<file path="src/rtl/mux_n_to_1_rr_pkg.sv">
// mux_pkg: shared mode encodings and helpers for the N:1 mux.
// Used by the arbiter, the interface and the top level.
package mux_pkg;

  typedef enum logic {
    MODE_FIXED = 1'b0,
    MODE_RR    = 1'b1
  } mode_e;

  function automatic int wrap_inc(int v, int n);
    return (v + 1 >= n) ? 0 : v + 1;
  endfunction

endpackage

</file>
<file path="src/rtl/mux_n_to_1_rr_if.sv">
// mux_n_to_1_rr_if: input channels, mode/sel and output stream.
// slave = mux side, master = producer/consumer side.
interface mux_n_to_1_rr_if
  import mux_pkg::*;
#(
  parameter int WIDTH = 8,
  parameter int CH    = 4,
  parameter int SELW  = $clog2(CH)
);
  logic [CH*WIDTH-1:0] in_data;
  logic [CH-1:0]       in_valid;
  logic [CH-1:0]       in_ready;
  mode_e               mode;
  logic [SELW-1:0]     sel;
  logic [WIDTH-1:0]    out_data;
  logic [SELW-1:0]     out_ch;
  logic                out_valid;
  logic                out_ready;

  modport slave (
    input  in_data, in_valid, mode, sel, out_ready,
    output in_ready, out_data, out_ch, out_valid
  );

  modport master (
    output in_data, in_valid, mode, sel, out_ready,
    input  in_ready, out_data, out_ch, out_valid
  );
endinterface

</file>
<file path="src/rtl/mux_n_to_1_rr_arb.sv">
// rr_arbiter: valid_i, ptr_i, mode_i, sel_i -> grant_o (one-hot),
// idx_o (granted index), any_o (some channel granted).
module rr_arbiter
  import mux_pkg::*;
#(
  parameter int CH   = 4,
  parameter int SELW = $clog2(CH)
) (
  input  logic [CH-1:0]   valid_i,
  input  logic [SELW-1:0] ptr_i,
  input  mode_e           mode_i,
  input  logic [SELW-1:0] sel_i,
  output logic [CH-1:0]   grant_o,
  output logic [SELW-1:0] idx_o,
  output logic            any_o
);

  // Rotated view: bit i is channel (ptr+i) mod CH.
  logic [2*CH-1:0] dbl;
  assign dbl = {valid_i, valid_i} >> ptr_i;

  always_comb begin
    grant_o = '0;
    idx_o   = '0;
    any_o   = 1'b0;
    unique case (mode_i)
      MODE_FIXED: begin
        // sel >= CH never matches, so no grant.
        for (int k = 0; k < CH; k++) begin
          if (k == int'(sel_i) && valid_i[k]) begin
            grant_o[k] = 1'b1;
            idx_o      = SELW'(k);
            any_o      = 1'b1;
          end
        end
      end
      MODE_RR: begin
        for (int i = 0; i < CH; i++) begin
          if (!any_o && dbl[i]) begin
            any_o   = 1'b1;
            idx_o   = SELW'((int'(ptr_i) + i) % CH);
            grant_o = CH'(1) << ((int'(ptr_i) + i) % CH);
          end
        end
      end
    endcase
  end

endmodule

</file>
<file path="src/rtl/mux_n_to_1_rr.sv">
// mux_n_to_1_rr: CH:1 stream mux, fixed or round-robin, 1-cycle reg.
// Ports: clk, rst_n (async low), bus (mux_n_to_1_rr_if.slave).
module mux_n_to_1_rr
  import mux_pkg::*;
#(
  parameter int WIDTH = 8,
  parameter int CH    = 4,
  parameter int SELW  = $clog2(CH)
) (
  input logic            clk,
  input logic            rst_n,
  mux_n_to_1_rr_if.slave bus
);

  logic [WIDTH-1:0] out_data_q, out_data_d;
  logic [SELW-1:0]  out_ch_q, out_ch_d;
  logic             out_valid_q, out_valid_d;
  logic [SELW-1:0]  ptr_q, ptr_d;

  logic [CH-1:0]    grant;
  logic [SELW-1:0]  idx;
  logic             any;
  logic             open;
  logic [WIDTH-1:0] data_sel;

  rr_arbiter #(.CH(CH), .SELW(SELW)) u_arb (
    .valid_i (bus.in_valid),
    .ptr_i   (ptr_q),
    .mode_i  (bus.mode),
    .sel_i   (bus.sel),
    .grant_o (grant),
    .idx_o   (idx),
    .any_o   (any)
  );

  assign open = !out_valid_q || bus.out_ready;

  // Gated by rst_n so nothing is accepted while in reset.
  assign bus.in_ready = (rst_n && open) ? grant : '0;

  always_comb begin
    data_sel = '0;
    for (int k = 0; k < CH; k++) begin
      if (grant[k]) data_sel = bus.in_data[k*WIDTH +: WIDTH];
    end
  end

  always_comb begin
    out_data_d  = out_data_q;
    out_ch_d    = out_ch_q;
    out_valid_d = out_valid_q;
    ptr_d       = ptr_q;
    if (open) begin
      out_valid_d = any;
      if (any) begin
        out_data_d = data_sel;
        out_ch_d   = idx;
        ptr_d      = SELW'(wrap_inc(int'(idx), CH));
      end
    end
  end

  always_ff @(posedge clk or negedge rst_n) begin
    if (!rst_n) begin
      out_data_q  <= '0;
      out_ch_q    <= '0;
      out_valid_q <= 1'b0;
      ptr_q       <= '0;
    end else begin
      out_data_q  <= out_data_d;
      out_ch_q    <= out_ch_d;
      out_valid_q <= out_valid_d;
      ptr_q       <= ptr_d;
    end
  end

  assign bus.out_data  = out_data_q;
  assign bus.out_ch    = out_ch_q;
  assign bus.out_valid = out_valid_q;

endmodule

</file>
<file path="src/flat_wrapper.sv">
// flat-port wrapper written by rule: the top's interface ports become plain ports
module mux_n_to_1_rr_flat import mux_pkg::*;
#(
  parameter int WIDTH = 8,
  parameter int CH    = 4,
  parameter int SELW  = $clog2(CH)
)
  (clk, rst_n, bus_in_data, bus_in_valid, bus_mode, bus_sel, bus_out_ready, bus_in_ready, bus_out_data, bus_out_ch, bus_out_valid);
  mux_n_to_1_rr_if #(.WIDTH(WIDTH), .CH(CH), .SELW(SELW)) bus_i ();
  input logic clk;
  input logic rst_n;
  input wire logic [$bits(bus_i.in_data)-1:0] bus_in_data;
  input wire logic [$bits(bus_i.in_valid)-1:0] bus_in_valid;
  input wire logic [$bits(bus_i.mode)-1:0] bus_mode;
  input wire logic [$bits(bus_i.sel)-1:0] bus_sel;
  input wire logic [$bits(bus_i.out_ready)-1:0] bus_out_ready;
  output wire logic [$bits(bus_i.in_ready)-1:0] bus_in_ready;
  output wire logic [$bits(bus_i.out_data)-1:0] bus_out_data;
  output wire logic [$bits(bus_i.out_ch)-1:0] bus_out_ch;
  output wire logic [$bits(bus_i.out_valid)-1:0] bus_out_valid;
  assign bus_i.in_data = bus_in_data;
  assign bus_i.in_valid = bus_in_valid;
  assign bus_i.mode = bus_mode;
  assign bus_i.sel = bus_sel;
  assign bus_i.out_ready = bus_out_ready;
  assign bus_in_ready = bus_i.in_ready;
  assign bus_out_data = bus_i.out_data;
  assign bus_out_ch = bus_i.out_ch;
  assign bus_out_valid = bus_i.out_valid;
  mux_n_to_1_rr #(.WIDTH(WIDTH), .CH(CH), .SELW(SELW)) u_core (.clk(clk), .rst_n(rst_n), .bus(bus_i));
endmodule
</file>
<file path="config.mk">
export PLATFORM = sky130hd
export DESIGN_NAME = mux_n_to_1_rr_flat
export DESIGN_NICKNAME = d
export VERILOG_FILES = /design/src/rtl/mux_n_to_1_rr_pkg.sv /design/src/rtl/mux_n_to_1_rr_if.sv /design/src/rtl/mux_n_to_1_rr_arb.sv /design/src/rtl/mux_n_to_1_rr.sv /design/src/flat_wrapper.sv
export SDC_FILE = /design/constraint.sdc
export NUM_CORES = 1
export LEC_CHECK = 0
export CORE_MARGIN = 10
export CORE_UTILIZATION = 44
export DETAILED_ROUTE_END_ITERATION = 6
export PLACE_DENSITY = 0.91
export SLEW_MARGIN = 20
export SYNTH_ARGS = -nofsm -noshare
export SYNTH_HDL_FRONTEND = slang
export SYNTH_SLANG_ARGS = --single-unit
</file>
<file path="constraint.sdc">
create_clock -name clk -period 3.8 [get_ports clk]
set_clock_uncertainty 0.05 [all_clocks]
set_input_delay 0.76 -clock clk [delete_from_list [all_inputs] [get_ports clk]]
set_output_delay 0.76 -clock clk [all_outputs]
set_load 0.02 [all_outputs]
</file>
# After elaboration in Yosys (flattened, before gate mapping)
# Index checks and enable logic that the tools add are counted.
dict set report word_totals {
  out_inout_bits 15
  wordCells 73
  in_bits 42
  register_bits 13
}
dict set report op_classes {
  n_reduce_logical 18
  magnitude_cmp 1
  bitwise_logic 4
  eq_ne 3
  muxes 34
  addsub 4
  shifts 5
}
# cell n
set ops {}
lappend ops {{1-bit by 32-bit << shifter with 4-bit output, first input constant} 3}
lappend ops {{8-bit 2-to-1 mux} 4}
lappend ops {{4-bit 2-to-1 mux} 5}
lappend ops {{1-bit 2-to-1 mux} 15}
lappend ops {{2-bit 2-to-1 mux} 7}
lappend ops {{1-bit logical AND} 8}
lappend ops {{4-bit case mux with 2 select lines} 1}
lappend ops {{8-bit by 2-bit right shift with 4-bit output} 1}
lappend ops {{2-bit OR reduction} 3}
lappend ops {{2-bit adder, second input constant} 2}
lappend ops {{2-bit == test, first input constant} 2}
lappend ops {{1-bit zero test} 4}
lappend ops {{2-bit case mux with 2 select lines} 1}
lappend ops {{1-bit by 2-bit << shifter with 4-bit output, first input constant} 1}
lappend ops {{2-bit by 1-bit adder with 3-bit output, second input constant} 1}
lappend ops {{1-bit bitwise AND, first input constant} 3}
lappend ops {{3-bit >= comparator, second input constant} 1}
lappend ops {{2-bit by 1-bit adder with 2-bit output, second input constant} 1}
lappend ops {{1-bit by 2-bit == test with 1-bit output, first input constant} 1}
lappend ops {{2-bit zero test} 1}
lappend ops {{1-bit case mux with 2 select lines} 1}
lappend ops {{2-bit AND reduction} 1}
lappend ops {{1-bit logical OR} 1}
lappend ops {{1-bit inverter} 1}

# Depth between registers and ports, before layout
dict set report depth {
  ltp_word 19
  ltp_mapped 12
  depth_no_buf 9
}

# Cells and area by module
# A second synthesis with hierarchy kept.
dict set report unflattened {
  cells_unflattened 185
  hier_area_um2 1456.4
}
# module cells_per_inst area_per_inst_um2 seq_area_each_um2 n_inst
set modules_own_cells {}
lappend modules_own_cells {mux_n_to_1_rr 91 825.8 325.3 1}
lappend modules_own_cells {rr_arbiter 94 630.6 0.0 1}

# Worst setup path before layout
# Ideal clock, no wire load.
dict set report synth_timing {
  path_kind {input-to-output}
  from {input port bus_in_valid[2]}
  to {output port bus_in_ready[2]}
  cell_stages 6
  path_buffers 1
  arrival_ns 2.410
  t_required_ns 2.990
  slack_ns 0.580
  cell_sequence {or4b_1 -> nor3b_1 -> or3_1 -> buf_4 -> a31oi_2 -> a21oi_1}
}
dict set report synth_between {
  elab_chain_len 16
  word_cells_on_any_way 21
  cone_classes {shift: 1; mux: 13; reduce/logical: 7}
}
# element line_no
set synth_rtl {}
lappend synth_rtl {{from (decl)} flat_wrapper.sv:13} ;# input wire logic [$bits(bus_i.in_valid)-1:0] bus_in_valid;
lappend synth_rtl {{8-bit by 2-bit right shift with 4-bit output} mux_n_to_1_rr_arb.sv:20} ;# assign dbl = {valid_i, valid_i} >> ptr_i;
lappend synth_rtl {{1-bit 2-to-1 mux} mux_n_to_1_rr_arb.sv:39} ;# if (!any_o && dbl[i]) begin
lappend synth_rtl {{1-bit 2-to-1 mux} mux_n_to_1_rr_arb.sv:26} ;# unique case (mode_i)
lappend synth_rtl {{1-bit zero test} mux_n_to_1_rr_arb.sv:39}
lappend synth_rtl {{1-bit logical AND} mux_n_to_1_rr_arb.sv:39}
lappend synth_rtl {{1-bit 2-to-1 mux} mux_n_to_1_rr_arb.sv:39}
lappend synth_rtl {{1-bit 2-to-1 mux} mux_n_to_1_rr_arb.sv:26}
lappend synth_rtl {{1-bit zero test} mux_n_to_1_rr_arb.sv:39}
lappend synth_rtl {{1-bit logical AND} mux_n_to_1_rr_arb.sv:39}
lappend synth_rtl {{1-bit 2-to-1 mux} mux_n_to_1_rr_arb.sv:39}
lappend synth_rtl {{1-bit 2-to-1 mux} mux_n_to_1_rr_arb.sv:26}
lappend synth_rtl {{1-bit zero test} mux_n_to_1_rr_arb.sv:39}
lappend synth_rtl {{1-bit logical AND} mux_n_to_1_rr_arb.sv:39}
lappend synth_rtl {{4-bit 2-to-1 mux} mux_n_to_1_rr_arb.sv:39}
lappend synth_rtl {{4-bit case mux with 2 select lines *} mux_n_to_1_rr_arb.sv:26}
lappend synth_rtl {{4-bit 2-to-1 mux *} mux_n_to_1_rr.sv:39} ;# assign bus.in_ready = (rst_n && open) ? grant : '0;
lappend synth_rtl {{to (decl)} flat_wrapper.sv:17} ;# output wire logic [$bits(bus_i.in_ready)-1:0] bus_in_ready;
# Mark *: on every way between the ends. The rest lies on a longest branch, timed or not. The select of a mux whose other input is x is not followed.

# Worst setup path in the final report
dict set report layout_timing {
  from {input port bus_in_valid[0]}
  to {output port bus_in_ready[1]}
}
dict set report layout_between {
  elab_chain_len 16
  word_cells_on_any_way 19
  cone_classes {shift: 1; mux: 12; reduce/logical: 6}
}
# element line_no
set layout_rtl {}
lappend layout_rtl {{8-bit by 2-bit right shift with 4-bit output *} mux_n_to_1_rr_arb.sv:20}
lappend layout_rtl {{1-bit 2-to-1 mux} mux_n_to_1_rr_arb.sv:39}
lappend layout_rtl {{1-bit 2-to-1 mux} mux_n_to_1_rr_arb.sv:26}
lappend layout_rtl {{1-bit zero test} mux_n_to_1_rr_arb.sv:39}
lappend layout_rtl {{1-bit logical AND} mux_n_to_1_rr_arb.sv:39}
lappend layout_rtl {{1-bit 2-to-1 mux} mux_n_to_1_rr_arb.sv:39}
lappend layout_rtl {{1-bit 2-to-1 mux} mux_n_to_1_rr_arb.sv:26}
lappend layout_rtl {{1-bit zero test} mux_n_to_1_rr_arb.sv:39}
lappend layout_rtl {{1-bit logical AND} mux_n_to_1_rr_arb.sv:39}
lappend layout_rtl {{1-bit 2-to-1 mux} mux_n_to_1_rr_arb.sv:39}
lappend layout_rtl {{1-bit 2-to-1 mux} mux_n_to_1_rr_arb.sv:26}
lappend layout_rtl {{1-bit zero test} mux_n_to_1_rr_arb.sv:39}
lappend layout_rtl {{1-bit logical AND} mux_n_to_1_rr_arb.sv:39}
lappend layout_rtl {{4-bit 2-to-1 mux *} mux_n_to_1_rr_arb.sv:39}
lappend layout_rtl {{4-bit case mux with 2 select lines *} mux_n_to_1_rr_arb.sv:26}
lappend layout_rtl {{4-bit 2-to-1 mux *} mux_n_to_1_rr.sv:39}
# Marks and branches as above.

==> out/results.tsv <==
metric	value	unit
run status	finished clean	
Syn Inst Count	171	
gpl congestion	0.946	
Seq cells post-synth	13	
worst-path fanout max	6	
total CTS buffers	3	
Pre-antenna DRT Iters	4	
Synth Area in XOR/XNOR	0.00596	
number of enable flip-flop cells after synthesis	0	
top cell type's share of synthesized area	0.221	
Async SR Flop Fraction	1.00	
Slew Limit Fails	0	
CTS sink cnt	13	
Post-layout nets	293	
vias per cell	5.65	
reg2reg end	u_core.bus.out_data[3]	
Syn-to-layout area delta	52.0	%
dpl hpwl	4.10	mm
syn_area_per_cell	8.60	um^2
maximum clock path buffer count	2	
top_reg_cell synth	dfrtp_1	
die span in y	77.8	um
r2r startpoint	u_core.ptr_q[1]	
Clk pin slew, worst setup/hold paths	0.08	ns
antenna violations before repair	0	
TritonCTS clock tree	done	
Die X	77.8	um
final core occ	0.714	
Adder-Cell Fraction of Synth Area	0.0596	
post-route antenna net violation count	0	
synth top area cells	dfrtp_1 (22%), a221o_1 (11%), ha_1 (6.0%)	
Max VDD drop	0.261	mV
Root Driver	clkbuf_4	
crit-path cells	clkdlybuf4s50_1 -> nor2b_1 -> mux4_2 -> buf_4 -> a22oi_1 -> a211o_1 -> a21oi_1 -> clkdlybuf4s15_1	
DR WL/cell	17.5	um
Post-CTS Resized	7	
Final Hold Vio Count	0	
max-cap violations	0	
post-synth top area cell	dfrtp_1	
# hold bufs at CTS	0	
GRT Overall Usage	0.158	
fmax	275	MHz
R2R setup slack	0.92	ns
max incr delay on CP	0.52	ns
final worst path period need	3.63	ns
core area	3130	um^2
clk_lat worst skew	0.27	ns
diode count	0	
GRT overflow	0	
worst reg-to-reg path cell count	9	
vias in the first global route	1565	
startpoint types	primary input	
most frequent cells in the layout	clkdlybuf4s50_1 (49), buf_4 (25), a21oi_1 (17)	
share of layout cells above drive strength 1	0.173	
PD cells	499	nW/um^2
# fillers	240	
Initial Util	0.470	
Hold EP	u_core.bus.out_ch[0]	
PortBufs	56	
number of DRC markers in iteration 0	88	
most common cell after layout, fill and taps aside	clkdlybuf4s50_1	
Worst setup EP type	primary output	
largest net degree at the start of global routing	23	
H-tree depth	1	
CP Data Arrival Time	2.82	ns
CP required	2.99	ns
Pleak	0.963	nW
HP Start	u_core.bus.out_ch[0]	
CP max-delay cell	clkdlybuf4s50_1	
Hold Path Class	reg -> reg	
post-synthesis mux area share	0.100	
# IOs	57	
final setup margin	0.167	ns
die area	6050	um^2
final setup violation count	0	
sequential-to-total area share from yosys stat	0.221	
Setup Buffers After CTS	0	
DRC	0	
synth unique cells	47	
Synthesized Nets	220	
largest family of logic cells by synthesized area	compound AO/OA/AOI/OAI gates	
Synth Area in Simple Gates	0.247	
synthesized area	1470	um^2
num rows	20	
Least-Margin Pin Slew	0.482	ns
Setup CP Type	in -> out	
Rel. slew slack	0.674	
first-pass GRT wire length	8.06	mm
pre-CTS setup slack	-0.387	ns
part of the cycle the worst path needs	0.956	
YS warnings	0	
Hold Path Cell Cnt	1	
vias	1622	
unrepaired setup endpoints after global routing	no	
complex-gate fraction of the synthesized area	0.306	
drt total wl	5.03	mm
==> cell usage after synthesis, drive strengths merged, types with 4 or more instances <==
cell and instances:
a21oi 18, a221o 16, buf 9, clkbuf 4, dfrtp 13, ha 7
mux2 4, mux2i 8, nand2 9, nor2 11, nor2b 14, o21ai 9
==> registers in the layout (all words and copies together), names as in the netlist <==
name,count
u_core.bus.out_ch,2
u_core.ptr_q,2
u_core.bus.out_valid,1
u_core.bus.out_data,8
==> worst max-delay path: cells and delay by family <==
family / cells / cell delay (ns)
AO/OA/AOI/OAI: 3 / 0.42
multiplexers: 1 / 0.47
AND/OR/NAND/NOR: 1 / 0.19
buffers and inverters: 3 / 0.99
==> worst max path at each step <==
stage / cells after the start / slack [ns] / startpoint / to
final: 8 / 0.17 / bus_in_valid[0] / bus_in_ready[1]
after global routing: 8 / 0.005 / bus_in_valid[0] / bus_in_ready[1]
after CTS: 8 / -0.03 / bus_in_valid[2] / bus_in_ready[2]
after detailed placement: 7 / -0.39 / bus_in_valid[2] / bus_in_ready[2]
after global placement: 7 / -0.30 / bus_in_valid[2] / bus_in_ready[0]
after floorplan: 6 / 0.58 / bus_in_valid[2] / bus_in_ready[2]
==> power by group <==
| part | switching [W] | internal [W] | leakage (nW) | total (W) |
|---|---|---|---|---|
| clock | 0.0000463 | 0.0000406 | 0.0150 | 0.0000869 |
| sequential | 0.0000508 | 0.000199 | 0.158 | 0.000250 |
| combinational | 0.000384 | 0.000394 | 0.790 | 0.000778 |
==> cell families after synthesis <==
group | count (synthesis)
multiplexers | 13
buffers and inverters | 16
flip-flops | 13
AND/OR/NAND/NOR | 60
XOR/XNOR | 1
adder cells (fa/ha/maj) | 7
AO/OA/AOI/OAI | 61
==> metrics by stage <==
stage                     area [um^2]  cells  hold slack, ns  setup TNS (ns)  total power (W)
after CTS                        2230    287           0.470         -0.0470          0.00111
after global routing             2230    287           0.504               0          0.00119
after floorplan                  1470    171           0.414               0         0.000728
final                            2230    287           0.469               0          0.00111
after detailed placement         2200    283           0.452           -1.43          0.00103
after global placement           2200    283           0.439           -1.07          0.00102
==> routing by layer <==
metal	global-route usage	up-vias	wire (um)
li1	-	803	-
met4	0.0493	0	51
met1	0.206	770	2130
met5	0	-	0
met3	0.0150	4	281
met2	0.264	45	2570
==> layout make-up <==
cell class	count	area, um^2	area share
inverters	3	11.3	0.00504
clock buffers	4	26.3	0.0118
flip-flops and latches	13	325	0.146
repair buffers	81	744	0.333
well taps	44	55.1	0.0246
multi-input cells	142	1070	0.480
No activity file was read; power rests on OpenSTA's default activity.
==> variant (same flow settings) <==
Make the reset (`rst_n`) synchronous in one clocked block. Comments in the files are not updated.
--- a/src/rtl/mux_n_to_1_rr.sv
+++ b/src/rtl/mux_n_to_1_rr.sv
@@ -61,5 +61,5 @@
   end
 
-  always_ff @(posedge clk or negedge rst_n) begin
+  always_ff @(posedge clk) begin
     if (!rst_n) begin
       out_data_q  <= '0;
Function: differs if rst_n is asserted again (counterexample within 4 cycles, from zero or initial values and one cycle with rst_n low); with rst_n held inactive, the same outputs for 4 cycles.
==> variant against the original RTL <==
  * Sequential cell count is the same
  * Final area up 2.5%
  * First-iteration DRC count is 69% higher
  * Routed wire length up 8.2%
  * Worst setup slack got worse by 0.096 ns
  * Critical path depth fell by 1
  * Synthesized area increased by 3.3%
  * Largest cell class unchanged
  * Highest routed layer unchanged
Power is not compared: it rests on default switching activity, and its combinational part moved more than twofold at a synthesized area within 25%.
==> variant: results (changes against the original RTL) <==
global_routing:
  grt_pass1_wl_mm: 8.65  # +7.3%
  antenna_found_initial: 0  # unchanged
  grt_usage_pct: 16.4  # +0.68 points
  grt_pass1_vias: 1834  # +17%
  grt_max_degree: 16  # -30%
setup_path:
  cp_max_fo: 3  # -3
  slowest_stage: "clkdlybuf4s50_1"
  slowest_delay_ns: 0.46  # -0.06 ns
  worstPathArrival_ns: 2.92  # +0.10 ns
  crit_start: "bus_in_valid[2]"
  r2r-start: "u_core.ptr_q[1]"
placed_design:
  place_ws_ns: -0.290  # +0.0967 ns
  post_dp_cell_area_um2: 2250  # +2.2%
  gp_routability_congestion: 0.921  # -2.6%
  place_hpwl_mm: 4.22  # +2.8%
  dpl.cell_count: 309  # +9.2%
yosys:
  synth_xor_xnor_area_share_pct: 0  # -0.60 points
  synthMuxAreaShare_pct: 5.52  # -4.5 points
  async_flop_share_pct: 0  # -100 points
  syn-num-nets: 244  # +11%
  ys_seq_area_share_pct: 17.1  # -5.0 points
  ys_top_cells_by_count: "nand2_1 (17), nor2_1 (17), a31oi_1 (13), dfxtp_1 (13)"
  synth_fa_ha_area_share_pct: 5.77  # -0.19 points
  syn-instance-count: 195  # +14%
  synthFlopType: "dfxtp_1"
  yosysWarnings: 0  # unchanged
  synth-compound-area-share_pct: 39.0  # +8.4 points
  netlist_top_cells_area: "dfxtp_1 (17%), ha_1 (5.8%), a31oi_1 (5.4%), a32oi_1 (5.2%), a311oi_1 (4.6%)"
  netlist-cell-type-count: 50  # +6.4%
worst_hold_path:
  hold_class: "reg2reg"
  holdCritStartpoint: "u_core.bus.out_ch[1]"
clocking:
  cts_resized: 9  # +2
  post-cts-setup-buffers: 1  # +1
drt:
  vias: 1918  # +18%
  dr.first_iter.drc_count: 149  # +69%
  firstDrtPassIters: 5  # +1
  wl_per_cell_um: 17.2  # -1.7%
layout:
  largest_reg_flops: 8  # unchanged
  drive_above_1_share_pct: 17.8  # +0.49 points
  fin_cells: 316  # +10%
timing:
  slew-limit-headroom_pct: 51.1  # -16 points
status:
  status: "finished, final reports clean"
-- variant: changes by cell type after synthesis, sizes merged, moves of 8 or more --
| cell | unedited run | this run |
|---|---|---|
| a21oi | 18 | 9 |
| a221o | 16 | 0 |
| a311oi | 0 | 9 |
| a31oi | 3 | 14 |
| a32oi | 0 | 9 |
| dfrtp | 13 | 0 |
| dfxtp | 0 | 13 |
| nand2 | 9 | 17 |
| nor2b | 14 | 0 |
-- variant: worst max-delay path: cells and delay by family --
family,cells,cell delay [ns]
buffers and inverters,3,0.86
AO/OA/AOI/OAI,3,0.89
AND/OR/NAND/NOR,1,0.41
-- variant: final cells by class --
type                       instances  area, um2
clock buffer                       4       26.3
fill                             275       1050
inverter                           7       26.3
multi-input combinational        163       1170
sequential                        13        260
tap                               46       57.6
timing repair buffer              83        753
-- variant: kinds of logic (layout without fill, tap and decap cells) --
| group | count (synthesis) | after routing |
|---|---|---|
| AND/OR/NAND/NOR | 73 | 73 |
| adder cells (fa/ha/maj) | 7 | 7 |
| multiplexers | 7 | 7 |
| buffers and inverters | 19 | 94 |
| flip-flops | 13 | 13 |
| AO/OA/AOI/OAI | 76 | 76 |
-- variant: final timing paths --
check / depth (start not counted) / slack (ns) / endpoint
max: 7 / 0.07 / bus_in_ready[3]
min: 2 / 0.42 / u_core.bus.out_ch[1]
max reg2reg: 9 / 1.11 / u_core.bus.out_data[2]
min reg2reg: 2 / 0.42 / u_core.bus.out_ch[1]
-- variant: metal layers --
metal	global-route usage, %	part of all wire, %	up-vias
met4	6.27	1.7	0
li1	-	-	917
met1	20.2	41	915
met3	2.36	6.0	8
met5	0	0	-
met2	28.2	51	78
-- variant: power by group --
part / internal, mW / switching, mW / total, mW
sequential: 0.156 / 0.0163 / 0.172
combinational: 0.175 / 0.197 / 0.372
clock: 0.0407 / 0.0443 / 0.0850
